===== src/rtl/fetch_ctrl.sv =====
// Command fetch controller: walks a small command memory from address 0, follows
// jump words internally and hands plain commands to a decoder one at a time.
module fetch_ctrl #(
  parameter int ADR_W    = 4,
  parameter int PROG_LEN = 5,
  parameter bit WRAP     = 1'b1
) (
  input  logic             clk,
  input  logic             rst,
  input  logic             start,
  input  logic             stop,
  output logic             mem_req,
  output logic [ADR_W-1:0] mem_adr,
  input  logic [31:0]      mem_cmd,
  input  logic             mem_vld,
  output logic [31:0]      instr,
  output logic             instr_vld,
  input  logic             instr_rdy,
  output logic             busy,
  output logic             done,
  output logic             err,
  output logic [7:0]       fetch_cnt
);

  // Handshake: a command transfers on a rising edge where instr_vld and instr_rdy
  // are both 1; while instr_vld=1 and instr_rdy=0, instr is held unchanged. On the
  // memory side, a one-cycle mem_req is answered by mem_vld with mem_cmd, any
  // number of cycles later; mem_vld outside WAIT is ignored.

  typedef enum logic [1:0] {
    IDLE = 2'd0,
    REQ  = 2'd1,
    WAIT = 2'd2,
    HOLD = 2'd3
  } state_t;

  localparam logic [ADR_W-1:0] LAST_ADR = ADR_W'(PROG_LEN - 1);

  state_t           state;
  state_t           state_nxt;
  logic [ADR_W-1:0] pc;
  logic [ADR_W-1:0] pc_nxt;
  logic [31:0]      instr_nxt;
  logic [7:0]       cnt_nxt;
  logic             err_nxt;
  logic             done_nxt;

  logic             is_jump;
  logic [ADR_W-1:0] jump_tgt;
  logic             tgt_ok;
  logic             before_last;

  assign is_jump     = (mem_cmd[31:26] == 6'b111111);
  assign jump_tgt    = mem_cmd[ADR_W-1:0];
  assign tgt_ok      = (32'(jump_tgt) < 32'(PROG_LEN));
  assign before_last = (pc < LAST_ADR);
  assign mem_adr     = pc;

  always_ff @(posedge clk) begin
    if (rst) begin
      state     <= IDLE;
      pc        <= '0;
      instr     <= '0;
      fetch_cnt <= '0;
      err       <= 1'b0;
      done      <= 1'b0;
    end else begin
      state     <= state_nxt;
      pc        <= pc_nxt;
      instr     <= instr_nxt;
      fetch_cnt <= cnt_nxt;
      err       <= err_nxt;
      done      <= done_nxt;
    end
  end

  always_comb begin
    state_nxt = state;
    pc_nxt    = pc;
    instr_nxt = instr;
    cnt_nxt   = fetch_cnt;
    err_nxt   = err;
    done_nxt  = 1'b0;
    mem_req   = 1'b0;
    instr_vld = 1'b0;
    busy      = 1'b1;

    case (state)
      IDLE: begin
        busy = 1'b0;
        if (start) begin
          pc_nxt    = '0;
          cnt_nxt   = '0;
          err_nxt   = 1'b0;
          state_nxt = REQ;
        end
      end
      REQ: begin
        mem_req   = 1'b1;
        state_nxt = WAIT;
      end
      WAIT: begin
        if (mem_vld) begin
          // Jump words are consumed here and never reach the decoder.
          if (is_jump) begin
            if (tgt_ok) begin
              pc_nxt    = jump_tgt;
              state_nxt = REQ;
            end else begin
              err_nxt   = 1'b1;
              state_nxt = IDLE;
            end
          end else begin
            instr_nxt = mem_cmd;
            state_nxt = HOLD;
          end
        end
      end
      HOLD: begin
        instr_vld = 1'b1;
        if (instr_rdy) begin
          cnt_nxt = (fetch_cnt == 8'hff) ? fetch_cnt : fetch_cnt + 8'd1;
          if (before_last) begin
            pc_nxt    = pc + ADR_W'(1);
            state_nxt = REQ;
          end else if (WRAP) begin
            pc_nxt    = '0;
            state_nxt = REQ;
          end else begin
            done_nxt  = 1'b1;
            state_nxt = IDLE;
          end
        end
      end
      default: state_nxt = IDLE;
    endcase

    // stop wins over start and over an accepted handshake; progress state is kept.
    if (stop) begin
      state_nxt = IDLE;
      pc_nxt    = pc;
      instr_nxt = instr;
      cnt_nxt   = fetch_cnt;
      err_nxt   = err;
      done_nxt  = 1'b0;
    end
  end

endmodule


===== config.mk =====
export PLATFORM = sky130hd
export DESIGN_NAME = fetch_ctrl
export DESIGN_NICKNAME = d
export VERILOG_FILES = /design/src/rtl/fetch_ctrl.sv
export SDC_FILE = /design/constraint.sdc
export NUM_CORES = 1
export LEC_CHECK = 0
export CORE_UTILIZATION = 45
export DETAILED_ROUTE_END_ITERATION = 16
export PLACE_DENSITY = 0.84
export SLEW_MARGIN = 5
export SYNTH_ARGS = -nofsm -noshare
export SYNTH_HDL_FRONTEND = slang
export SYNTH_SLANG_ARGS = --single-unit

===== constraint.sdc =====
create_clock -name clk -period 5.7 [get_ports clk]
set_input_delay 0.855 -clock clk [delete_from_list [all_inputs] [get_ports clk]]
set_output_delay 0.855 -clock clk [all_outputs]
set_load 0.03 [all_outputs]

==> run_results.csv <==
group,metric,value,unit
power,intPower,452.3,µW
power,switching_share,0.2346,
yosys,synth_top_cell_by_area,"dfxtp_1",
cts,clockBufferDepth,2,
finish,nets,378,
power,pwr-share-clk,0.324,
power,leakage,1.002,nW
hold_path,hold_class,"register to register",
cts,hold_buffers,0,
cts,post_cts_buffers,0,
global_route,grt_max_degree,42,
finish,drive_gt1_frac,0.02985,
power,power_density,198.1,mW/mm²
placement,io_buffers,85,
sta,finalHoldViolations,0,
placement,place_inst,379,
yosys,async_reset_ff_frac,0,
cts,clkLatencyLatePin,0.30,ns
cts,htree_levels,2,
status,status,"finished clean",
worst_setup_path,arrival,2.83,ns
sta,finalSetupViolations,0,
yosys,synth_ff_type,"dfxtp_1",
route,vias,2090,
yosys,synth_top_area_share,0.4628,
cts,root_buffer,"clkbuf_8",
finish,antenna_cells,0,
global_route,antenna_found_initial,0,
finish,area_growth_syn_to_layout,46.71,%
floorplanning,initial_utilization,0.4670,
global_route,grt-ovfl-total,0,
yosys,syn_area,0.002033,mm²
power,power,590.9,µW
cts,cts_tree,"built",
route,final_antenna_net_count,0,
floorplanning,rows,24,
finish,layoutNonFillerInstCount,387,
cts,cts_made_buffers,5,
yosys,synth-edff-count,0,
floorplanning,die_h,69.22,µm
power,pwr-share-comb,0.113,
sta,whs,0.4541,ns
yosys,synth.avg_cell_area,7.973,µm²
yosys,yosysSeqAreaShare,0.4628,
placement,gp_congestion,0.7794,
cts,clock-sinks,47,
route,viasPerCell,5.401,
floorplanning,dieArea,0.004791,mm²
sta,min_period,2.671,ns
power,vdd_drop_max,0.1465,mV
route,remaining_drc_errors,0,
route,first_iter_violations,129,
finish,postLayoutCellArea,0.002983,mm²
yosys,yosysWarnings,0,
job,maxCapViolCount,0,
route,wl_per_cell,13.17,µm
yosys,synth_area_leaders,"dfxtp_1 (46%), nand2_1 (13%), a21oi_1 (11%)",
sta,fin_ws,3.029,ns
sta,post-route-period-util,0.4686,
yosys,yosys_register_bits,47,
floorplanning,pin_count,87,
yosys,ys_types,38,
sta,clock.fmax,0.3744,GHz
global_route,grt_pass1_vias,1916,
route,dr.pass1.iters,4,
sta,rsz0062_at_grt,"no",
worst_setup_path,cp-end-kind,"register",
floorplanning,fp.dieW,69.22,µm
floorplanning,coreArea,0.004354,mm²
route,routed_wirelength,5095,µm
worst_setup_path,required,5.86,ns
finish,finalCoreUtilization,0.6851,
sta,drv_slew,0,
yosys,synth_cells,255,
cts,cts_resized,0,
finish,nFillCells,361,
power,seqPwrFrac,0.564,
global_route,grt.total_usage,0.2069,
placement,place_hpwl,3593,µm
global_route,grt_pass1_wl,8162,µm
placement,place_area,0.002902,mm²
worst_setup_path,start_kind,"primary input",
worst_setup_path,cp_max_fo,16,
yosys,syn_nets,299,
sta,tightestPinTransition,1.081,ns
sta,skew,0.006251,ns
sta,slew_headroom,0.2793,
sta,fin_tns_setup,0,ns
power,power.switching,138.6,µW
placement,dp_slack,2.766,ns
cts,clk_pin_slew,0.08,ns
worst_setup_path,path_class,"primary input to register",
==> cell families (layout without fill, tap and decap cells) <==
logic type / Yosys count / in the layout / share of synthesized area
other cells: 1 / 1 / 0.001844
flops: 47 / 47 / 0.4628
buf+inv: 21 / 101 / 0.04492
simple gates: 108 / 108 / 0.2418
fa+ha+maj: 6 / 6 / 0.03692
compound gates: 72 / 72 / 0.2117
==> flip-flops by register name, summed over array words and instances (netlist names) <==
| register | flops |
|---|---|
| fetch_cnt | 8 |
| err | 1 |
| instr | 32 |
| mem_adr | 4 |
| state | 2 |
==> per-layer routing <==
layer | global-route usage | wire length, µm | part of all wire | up-vias
li1 | - | - | - | 1044
met1 | 0.2505 | 2291 | 0.45 | 974
met2 | 0.3452 | 2442 | 0.48 | 60
met3 | 0.04215 | 240 | 0.047 | 12
met4 | 0.1088 | 121 | 0.024 | 0
met5 | 0 | 0 | 0 | -
==> Yosys cell counts, types with 3 or more instances <==
cell / instances
nor2b_1: 4
inv_1: 6
a211oi_1: 3
nor3_1: 3
a21oi_1: 45
dfxtp_1: 47
nand3_1: 3
clkbuf_1: 12
nor2_1: 6
o21ai_0: 5
ha_1: 6
or4_1: 5
nand2_1: 73
o31ai_1: 4
o41ai_1: 3
==> layout by cell type, fill, tap and decap left out, types with 2 or more instances in the layout <==
| master | n |
|---|---|
| clkdlybuf4s50_1 | 85 |
| nand2_1 | 73 |
| dfxtp_1 | 47 |
| a21oi_1 | 45 |
| inv_1 | 6 |
| nor2_1 | 6 |
| ha_1 | 6 |
| or4_1 | 5 |
| o21ai_0 | 5 |
| clkbuf_8 | 5 |
| nor2b_1 | 4 |
| o31ai_1 | 4 |
| nor3_1 | 3 |
| o41ai_1 | 3 |
| a211oi_1 | 3 |
| nand3_1 | 3 |
| and4_1 | 2 |
| and3_1 | 2 |
| or3_1 | 2 |
| o21a_1 | 2 |
| o22ai_1 | 2 |
| nor3b_1 | 2 |
| a22oi_1 | 2 |
| clkbuf_1 | 2 |
| buf_4 | 2 |
==> critical path, cell delays in order <==
cell,delay [ns]
clkdlybuf4s50_1,0.47
o21ba_1,0.26
or3b_1,0.56
o21ai_0,0.60
a21oi_1,0.09
==> power groups by stage <==
stage                     clock [mW]  combinational [mW]  sequential [mW]
after global routing           0.209              0.0711            0.334
after detailed placement           0              0.0660            0.341
after global placement             0              0.0655            0.341
after floorplan                    0              0.0249            0.345
after CTS                      0.197              0.0664            0.333
final                          0.191              0.0666            0.333
==> path summary, 6_finish.rpt <==
kind / from / end / slack, ns / cells past startpoint
worst max-delay path: stop / fetch_cnt[0] / 3.03 / 5
worst min-delay path: instr[6] / instr[6] / 0.45 / 2
worst max register to register: state[1] / fetch_cnt[0] / 3.35 / 5
worst min register to register: instr[6] / instr[6] / 0.45 / 2
==> cell type report <==
cell class | count | area, µm² | area share
clock inverters | 1 | 5.005 | 0.001678
clock buffers | 7 | 76.32 | 0.02559
multi-input cells | 187 | 1007 | 0.3377
well taps | 52 | 65.06 | 0.02181
flip-flops and latches | 47 | 940.9 | 0.3154
repair buffers | 87 | 865.8 | 0.2903
inverters | 6 | 22.52 | 0.007550
No activity file was read; power rests on OpenSTA's default activity.
